**config.mk**
```make
export PLATFORM = sky130hd
export DESIGN_NAME = zzecc_sctag_cor_pipe
export DESIGN_NICKNAME = d
export VERILOG_FILES = /design/src/rtl/zzecc_sctag_cor_pipe.sv
export SDC_FILE = /design/constraint.sdc
export NUM_CORES = 1
export LEC_CHECK = 0
export ABC_AREA = 1
export ABC_CLOCK_PERIOD_IN_PS = 4200
export BUFFER_PORTS_ARGS = -buffer_cell sky130_fd_sc_hd__clkbuf_2
export CAP_MARGIN = 20
export CORE_MARGIN = 4
export CORE_UTILIZATION = 41
export CTS_CLUSTER_SIZE = 10
export DETAILED_ROUTE_END_ITERATION = 6
export GPL_ROUTABILITY_DRIVEN = 0
export MAX_ROUTING_LAYER = met4
export PLACE_DENSITY = 0.63
export SYNTH_ARGS = -nofsm -noshare
export SYNTH_HDL_FRONTEND = slang
export SYNTH_SLANG_ARGS = --single-unit
```
**constraint.sdc**
```tcl
create_clock -name rclk -period 4.2 [get_ports rclk]
set_input_delay 0 -clock rclk [delete_from_list [all_inputs] [get_ports rclk]]
set_output_delay 0 -clock rclk [all_outputs]
set_load 0.02 [all_outputs]
```
**src/rtl/zzecc_sctag_cor_pipe.sv**
```systemverilog
// Two-stage SEC-DED check/correct pipeline for 32b data with the 7b sctag Hamming code.
// Stage 1 holds the raw codeword; stage 2 holds the classified, corrected result plus counters and log.
module zzecc_sctag_cor_pipe (
  input  logic        rclk,
  input  logic        arst_l,
  input  logic        in_vld,
  output logic        in_rdy,
  input  logic [31:0] in_data,
  input  logic [6:0]  in_par,
  output logic        out_vld,
  input  logic        out_rdy,
  output logic [31:0] out_data,
  output logic        out_ce,
  output logic        out_ue,
  output logic [5:0]  out_syn,
  input  logic        cnt_clr,
  output logic [7:0]  ce_cnt,
  output logic [7:0]  ue_cnt,
  output logic        log_vld,
  output logic        log_ue,
  output logic [5:0]  log_syn
);

  function automatic logic is_pow2(input logic [5:0] v);
    return (v != 6'd0) && ((v & (v - 6'd1)) == 6'd0);
  endfunction

  // Data bits occupy every non-power-of-two position 3..38 in ascending order.
  function automatic logic [5:0] calc_syn(input logic [31:0] d, input logic [5:0] p);
    logic [5:0] s;
    logic [5:0] pos;
    logic [4:0] j;
    s = p;
    j = 5'd0;
    for (int q = 1; q <= 38; q++) begin
      pos = q[5:0];
      if (!is_pow2(pos)) begin
        s = s ^ ({6{d[j]}} & pos);
        j = j + 5'd1;
      end
    end
    return s;
  endfunction

  function automatic logic [31:0] flip_at(input logic [31:0] d, input logic [5:0] syn);
    logic [31:0] r;
    logic [5:0]  pos;
    logic [4:0]  j;
    r = d;
    j = 5'd0;
    for (int q = 1; q <= 38; q++) begin
      pos = q[5:0];
      if (!is_pow2(pos)) begin
        if (pos == syn) r[j] = ~r[j];
        j = j + 5'd1;
      end
    end
    return r;
  endfunction

  logic        s1_vld_r, s2_vld_r;
  logic [31:0] s1_data_r, s2_data_r;
  logic [6:0]  s1_par_r;
  logic        s2_ce_r, s2_ue_r;
  logic [5:0]  s2_syn_r;
  logic [7:0]  ce_cnt_r, ue_cnt_r;
  logic        log_vld_r, log_ue_r;
  logic [5:0]  log_syn_r;

  logic        s2_adv_s, accept_s, deliver_s, ovr_s, ce_s, ue_s;
  logic [5:0]  syn_s;
  logic [31:0] cor_data_s;

  assign s2_adv_s  = !s2_vld_r || out_rdy;
  assign in_rdy    = !s1_vld_r || s2_adv_s;
  assign accept_s  = in_vld && in_rdy;
  assign deliver_s = s2_vld_r && out_rdy;

  // Syndrome and classification of the codeword held in stage 1.
  always_comb begin
    syn_s      = calc_syn(s1_data_r, s1_par_r[5:0]);
    ovr_s      = ^{s1_data_r, s1_par_r};
    cor_data_s = s1_data_r;
    ce_s       = 1'b0;
    ue_s       = 1'b0;
    if (!ovr_s) begin
      ue_s = (syn_s != 6'd0);
    end else if ((syn_s == 6'd0) || is_pow2(syn_s)) begin
      ce_s = 1'b1;
    end else if (syn_s <= 6'd38) begin
      ce_s       = 1'b1;
      cor_data_s = flip_at(s1_data_r, syn_s);
    end else begin
      ue_s = 1'b1;
    end
  end

  // Pipeline valid bits and payload; stage 2 freezes while its result is stalled.
  always_ff @(posedge rclk or negedge arst_l) begin
    if (!arst_l) begin
      s1_vld_r  <= 1'b0;
      s1_data_r <= 32'd0;
      s1_par_r  <= 7'd0;
      s2_vld_r  <= 1'b0;
      s2_data_r <= 32'd0;
      s2_ce_r   <= 1'b0;
      s2_ue_r   <= 1'b0;
      s2_syn_r  <= 6'd0;
    end else begin
      if (in_rdy) s1_vld_r <= in_vld;
      if (accept_s) begin
        s1_data_r <= in_data;
        s1_par_r  <= in_par;
      end
      if (s2_adv_s) s2_vld_r <= s1_vld_r;
      if (s2_adv_s && s1_vld_r) begin
        s2_data_r <= cor_data_s;
        s2_ce_r   <= ce_s;
        s2_ue_r   <= ue_s;
        s2_syn_r  <= syn_s;
      end
    end
  end

  // Saturating error counters and first-error log; a held UE entry is sticky.
  always_ff @(posedge rclk or negedge arst_l) begin
    if (!arst_l) begin
      ce_cnt_r  <= 8'd0;
      ue_cnt_r  <= 8'd0;
      log_vld_r <= 1'b0;
      log_ue_r  <= 1'b0;
      log_syn_r <= 6'd0;
    end else if (cnt_clr) begin
      ce_cnt_r  <= 8'd0;
      ue_cnt_r  <= 8'd0;
      log_vld_r <= 1'b0;
      log_ue_r  <= 1'b0;
      log_syn_r <= 6'd0;
    end else if (deliver_s) begin
      if (s2_ce_r && (ce_cnt_r != 8'hFF)) ce_cnt_r <= ce_cnt_r + 8'd1;
      if (s2_ue_r && (ue_cnt_r != 8'hFF)) ue_cnt_r <= ue_cnt_r + 8'd1;
      if ((s2_ce_r || s2_ue_r) && (!log_vld_r || (s2_ue_r && !log_ue_r))) begin
        log_vld_r <= 1'b1;
        log_ue_r  <= s2_ue_r;
        log_syn_r <= s2_syn_r;
      end
    end
  end

  assign out_vld  = s2_vld_r;
  assign out_data = s2_data_r;
  assign out_ce   = s2_ce_r;
  assign out_ue   = s2_ue_r;
  assign out_syn  = s2_syn_r;
  assign ce_cnt   = ce_cnt_r;
  assign ue_cnt   = ue_cnt_r;
  assign log_vld  = log_vld_r;
  assign log_ue   = log_ue_r;
  assign log_syn  = log_syn_r;

endmodule

```
## After elaboration in Yosys (flattened, before gate mapping)

Cells that the tools add are included.

- Output and inout bits: 66
- Logic and storage cells: 664
- Input port bits: 44
- Flip-flop bits (word level): 105

- $lt $le $gt $ge: 63
- Equal/unequal tests: 34
- Bitwise logic cells: 65
- Mux-type cells: 397
- $add $sub $neg: 33
- Reductions and logical operators: 59

Operators by type and width:

| operator | number |
|---|---|
| 32-bit two-way mux | 124 |
| 32-bit bitwise mux | 31 |
| 5-bit two-way mux | 93 |
| 5-bit by 6-bit < comparator with 1-bit output, second input constant | 31 |
| 1-bit binary-select mux with 5-bit select | 31 |
| 1-bit demux with 5-bit select | 31 |
| 5-bit by 1-bit greater-or-equal comparator with 1-bit output, second input constant | 31 |
| 5-bit by 1-bit adder with 5-bit output, second input constant | 30 |
| 5-bit by 6-bit equality test with 1-bit output, first input constant | 15 |
| 6-bit by 5-bit XOR with 6-bit output | 15 |
| 1-bit two-way mux | 78 |
| 8-bit two-way mux | 6 |
| 4-bit by 6-bit equality test with 1-bit output, first input constant | 7 |
| 6-bit by 4-bit XOR with 6-bit output | 7 |
| 1-bit logical AND | 39 |
| 39-bit XOR reduction | 1 |
| 6-bit equality test, first input constant | 6 |
| 6-bit XOR | 6 |
| 1-bit NOT | 32 |
| 3-bit by 6-bit equality test with 1-bit output, first input constant | 3 |
| 6-bit two-way mux | 3 |
| 6-bit by 3-bit XOR with 6-bit output | 3 |
| 8-bit by 1-bit adder with 8-bit output, second input constant | 2 |
| 8-bit inequality test, second input constant | 2 |
| other kinds (11) | 24 |

## Logic depth before layout (Yosys ltp)

- Word-level depth: 288
- Mapped depth: 24
- Gate-level depth less buffers: 22

## Worst setup path before layout

Ideal clock, no wire load.

- Path type: register -> register
- From: register s1_data_r[28]
- To: register s2_data_r[10], in the netlist out_data[10]
- Data arrival time: 1.895 ns
- Setup slack: 2.187 ns
- Stages on the path, launching flop included: 17
- Clock period less this slack: 2.013 ns
- Setup time: 0.117 ns
- Cell sequence: dfrtp_1 > inv_2 > nand2_2 > nand2_4 > xor2_4 > nand3_2 > nand2_2 > inv_2 > nand2_4 > nand2_8 > nor2_4 > buf_6 > nand4_2 > nor2_1 > nand2_1 > nand3_1 > nand2_1

- Word-level cells in the longest chain between the ends: 257

Ends and longest elaborated chain:

| element | RTL line | text |
|---|---|---|
| start: declaration | 62 | `logic [31:0] s1_data_r, s2_data_r;` |
| start signal: assignment | 112 | `s1_data_r <= in_data;` |
| 6-bit XOR (4 in series) | 38 | `s = s ^ ({6{d[j]}} & pos);` |
| 2-bit by 6-bit equality test with 1-bit output | 54 | `if (pos == syn) r[j] = ~r[j];` |
| 1-bit two-way mux | 54 |  |
| 1-bit two-way mux | 90 | `end else if (syn_s <= 6'd38) begin` |
| 1-bit two-way mux | 88 | `end else if ((syn_s == 6'd0) \|\| is_pow2(syn_s)) begin` |
| 1-bit two-way mux | 86 | `if (!ovr_s) begin` |
| 1-bit binary-select mux with 5-bit select | 54 |  |
| 1-bit two-way mux (not written as such) | 54 |  |
| [... 238 more ...] | -- |  |
| 1-bit binary-select mux with 5-bit select | 54 |  |
| 1-bit two-way mux (not written as such) | 54 |  |
| 1-bit NOT | 54 |  |
| 32-bit bitwise mux | 54 |  |
| 32-bit two-way mux | 54 |  |
| 32-bit two-way mux | 90 |  |
| 32-bit two-way mux | 88 |  |
| 32-bit two-way mux * | 86 |  |
| end signal: assignment | 117 | `s2_data_r <= cor_data_s;` |
| end: declaration | 62 |  |

Mark *: on every way between the ends. The rest lies on a longest branch, timed or not. The select of a mux whose other input is x is not followed.
A chain may end at the register's enable or synchronous reset.

## Final worst setup path

- From: register s1_data_r[25]
- To: register s2_data_r[1], in the netlist out_data[1]

- Word-level cells in the longest chain between the ends: 260

Ends and longest elaborated chain:

| element | RTL line |
|---|---|
| 6-bit by 5-bit XOR with 6-bit output | 38 |
| 6-bit XOR (6 in series) | 38 |
| 2-bit by 6-bit equality test with 1-bit output | 54 |
| 1-bit two-way mux | 54 |
| 1-bit two-way mux | 90 |
| 1-bit two-way mux | 88 |
| 1-bit two-way mux | 86 |
| 1-bit binary-select mux with 5-bit select | 54 |
| [... 239 more ...] | -- |
| 1-bit binary-select mux with 5-bit select | 54 |
| 1-bit two-way mux (not written as such) | 54 |
| 1-bit NOT | 54 |
| 32-bit bitwise mux | 54 |
| 32-bit two-way mux | 54 |
| 32-bit two-way mux | 90 |
| 32-bit two-way mux | 88 |
| 32-bit two-way mux * | 86 |

Marked as above.

==> out/qor.csv <==
stage,metric,value,unit
status,outcome,completed,
cts,clockRootBuffer,clkbuf_16,
finish,postLayoutCellArea,8457,um^2
route,via_per_inst,5.098,
finish,nets,1253,
die,die_area,19530,um^2
setup_path,cp.arrival,3360,ps
setup_path,crit_chain,inv_1 -> nand2_1 -> nand2_1 -> nand3_1 -> nand2_1 -> inv_1 -> nand2_1 -> nand2_1 -> nand2_1 -> nand3_1 -> nand3_4 -> nand2_4 -> nand3_4 -> nor2_1 -> nand2_1 -> nand3_1 -> nand2_1,
synthesis,synthesis.nets,1128,
synthesis,synth_edf_count,0,
setup_path,critPathMaxFanout,28,
die,io_pins,110,
die,die_w,139.8,um
setup_path,cp.required,4440,ps
synthesis,synth_seq_cells,105,
synthesis,synth_top_area_share,36.91,%
cts,clock_path_buffers,2,
synthesis,postSynthCellCount,1082,
setup_path,critPathSlowestCell,dfrtp_1,
cts,insertion_delay,360,ps
synthesis,avgSynthCellArea,6.579,um^2
route,vias,7301,
finish,antenna_cells,0,
placement,place_ws,1203,ps
placement,portBuffers,109,
die,die_h,139.8,um
synthesis,synth_ff_type,dfrtp_1,
placement,dpl.hpwl,15.82,mm
setup_path,start_kind,flop,
setup_path,critical_path.max_stage_delay,640,ps
worst_hold_path,hold_path_class,in2async,
timing,fmaxAchievable,0.3204,GHz
route,dr.pass1.iters,6,
die,rows,47,
setup_path,crit_top_cell,nand2_1,
setup_path,crit_path_end_kind,flop,
synthesis,ys_top_cells_by_count,"nand2_1, dfrtp_1, nand3_1",
grt,grt_pass1_wl,34.83,mm
setup_path,path_delay_family,simple AND/OR/NAND/NOR gates,
cts,numCtsBuffers,9,
route,ant_nets,0,
timing,finalCritPeriodShare,74.30,%
finish,drive_gt1_share,16.01,%
timing,maxSlewHeadroom,37.30,%
route,drc,0,
cts,cts_sinks,105,
job,cap_viol_max_count,0,
setup_path,critPathKind,reg2reg,
placement,place_area,7745,um^2
synthesis,ys_warn_count,0,
grt,antenna_found_initial,0,
timing,setup_violations,0,
die,coreArea,16820,um^2
grt,grt_use_total,22.62,%
finish,num-fill-cells,1749,
grt,globalRouteOverflowTotal,0,
cts,cts_tree,done,
timing,setup_tns,0,ps
synthesis,post-synth-top-count-cell,nand2_1,
route,wire_per_inst,14.90,um
synthesis,yosysUniqueCellTypes,40,
cts,cts-htree-levels,3,
grt,grt_pass1_vias,6754,
synthesis,seq_area_frac_synth,36.91,%
power_and_ir_drop,ir_drop,0.3528,mV
die,initial_core_util,42.32,%
timing,fin_crit,3121,ps
synthesis,async_flop_share,100.0,%
synthesis,netlist_area,7118,um^2
setup_path,worstRegToRegCells,17,
synthesis,ys_top_cells_by_area,"dfrtp_1, nand2_1, nand3_1",
route,drt_wl_total,21.33,mm
timing,hold_viol_final,0,
timing,slew_viol_final,0,
power_and_ir_drop,p_per_area,722.3,nW/um^2
setup_path,crit_cells,17,
power_and_ir_drop,leakage,4.671,nW
timing,setup_ws,1079,ps
timing,grt_setup_unrepaired,false,
grt,grt_max_degree,70,
timing,hold_slack,328.4,ps
cts,clkTransAtPathRegs,80,ps
finish,area_growth,18.81,%
setup_path,path_buf_inv,2,
timing,fin_worst_skew,10.28,ps
synthesis,synth_top_cell_by_area,dfrtp_1,
timing,tightest_slew,934.7,ps
route,dr.first_iter.drc_count,684,
## cells in the final DEF, fill, tap and decap left out, types with 9 or more instances in the layout
cell type | synthesis | routed
a21oi_1 | 48 | 47
inv_1 | 89 | 89
nand3_1 | 103 | 103
clkbuf_16 | 0 | 9
clkbuf_2 | 1 | 109
xnor2_1 | 10 | 10
dlygate4sd3_1 | 0 | 42
nand4_1 | 27 | 27
inv_2 | 17 | 17
o21ai_0 | 22 | 22
xor2_1 | 15 | 15
nand2_1 | 463 | 462
nand2_2 | 16 | 17
dfrtp_1 | 105 | 105
nor2_1 | 70 | 70
## path summary, 6_finish.rpt
check                                           end  slack (ps)                 startpoint
max                         out_data[1]$_DFFE_PN0P_        1080  s1_data_r[25]$_DFFE_PN0P_
min                        s1_data_r[0]$_DFFE_PN0P_         330                     arst_l
max reg2reg                 out_data[1]$_DFFE_PN0P_        1080  s1_data_r[25]$_DFFE_PN0P_
min reg2reg                 out_data[3]$_DFFE_PN0P_         480    out_data[3]$_DFFE_PN0P_
max in group asynchronous        out_ce$_DFFE_PN0P_        2840                     arst_l
min in group rclk           s1_par_r[5]$_DFFE_PN0P_         410                  in_par[5]
## per-layer routing
metal | share of wire [%] | global-route usage, % | wire length (um) | vias up
met5 | 0 | - | 0 | -
met4 | 2.8 | 8.108 | 604 | 0
met3 | 6.4 | 2.573 | 1357 | 40
met2 | 46 | 35.48 | 9792 | 256
met1 | 45 | 30.41 | 9578 | 3348
li1 | - | - | - | 3657
## state kept, by name, summed over array words and instances (netlist names), 6 cells and up
signal and cells:
out_data 32, ce_cnt 8, log_syn 6, ue_cnt 8
s1_par_r 7, s1_data_r 32, out_syn 6
## layout make-up
type                       instances  area, um^2  area share (%)
inverter                         109       411.6           4.868
timing repair buffer             157        1011           11.95
clock inverter                     7       61.31          0.7250
tap                              220       275.3           3.255
multi-input combinational        825        3845           45.47
clock buffer                       9       225.2           2.663
sequential                       105        2628           31.07
## what timing repair did
action,CTS,global route
setup buffers,0,0
gates resized for setup,0,0
endpoints found under the hold margin,116,0
hold buffers,42,0
## where the power goes
part	switching (mW)	leakage (nW)	internal [mW]
Combinational	2.69	3.26	1.05
Clock	0.423	0.146	0.417
Sequential	0.243	1.27	1.28
Total	3.36	4.67	2.75
## kinds of logic after synthesis
logic type,synth area share (%)
fa+ha+maj,0.3515
compound gates,5.994
simple gates,43.19
buf+inv,9.158
flops,36.91
mux,0.3164
xor+xnor,4.078
## metrics by stage
stage	total power [mW]	std cells	utilization, %
after CTS	6.107	1431	50.25
after floorplan	4.302	1082	-
final	6.108	1432	50.28
after global routing	6.618	1432	50.28
after detailed placement	5.225	1373	46.05
after global placement	5.193	1373	46.05
Power figures use the tool's default switching activity.
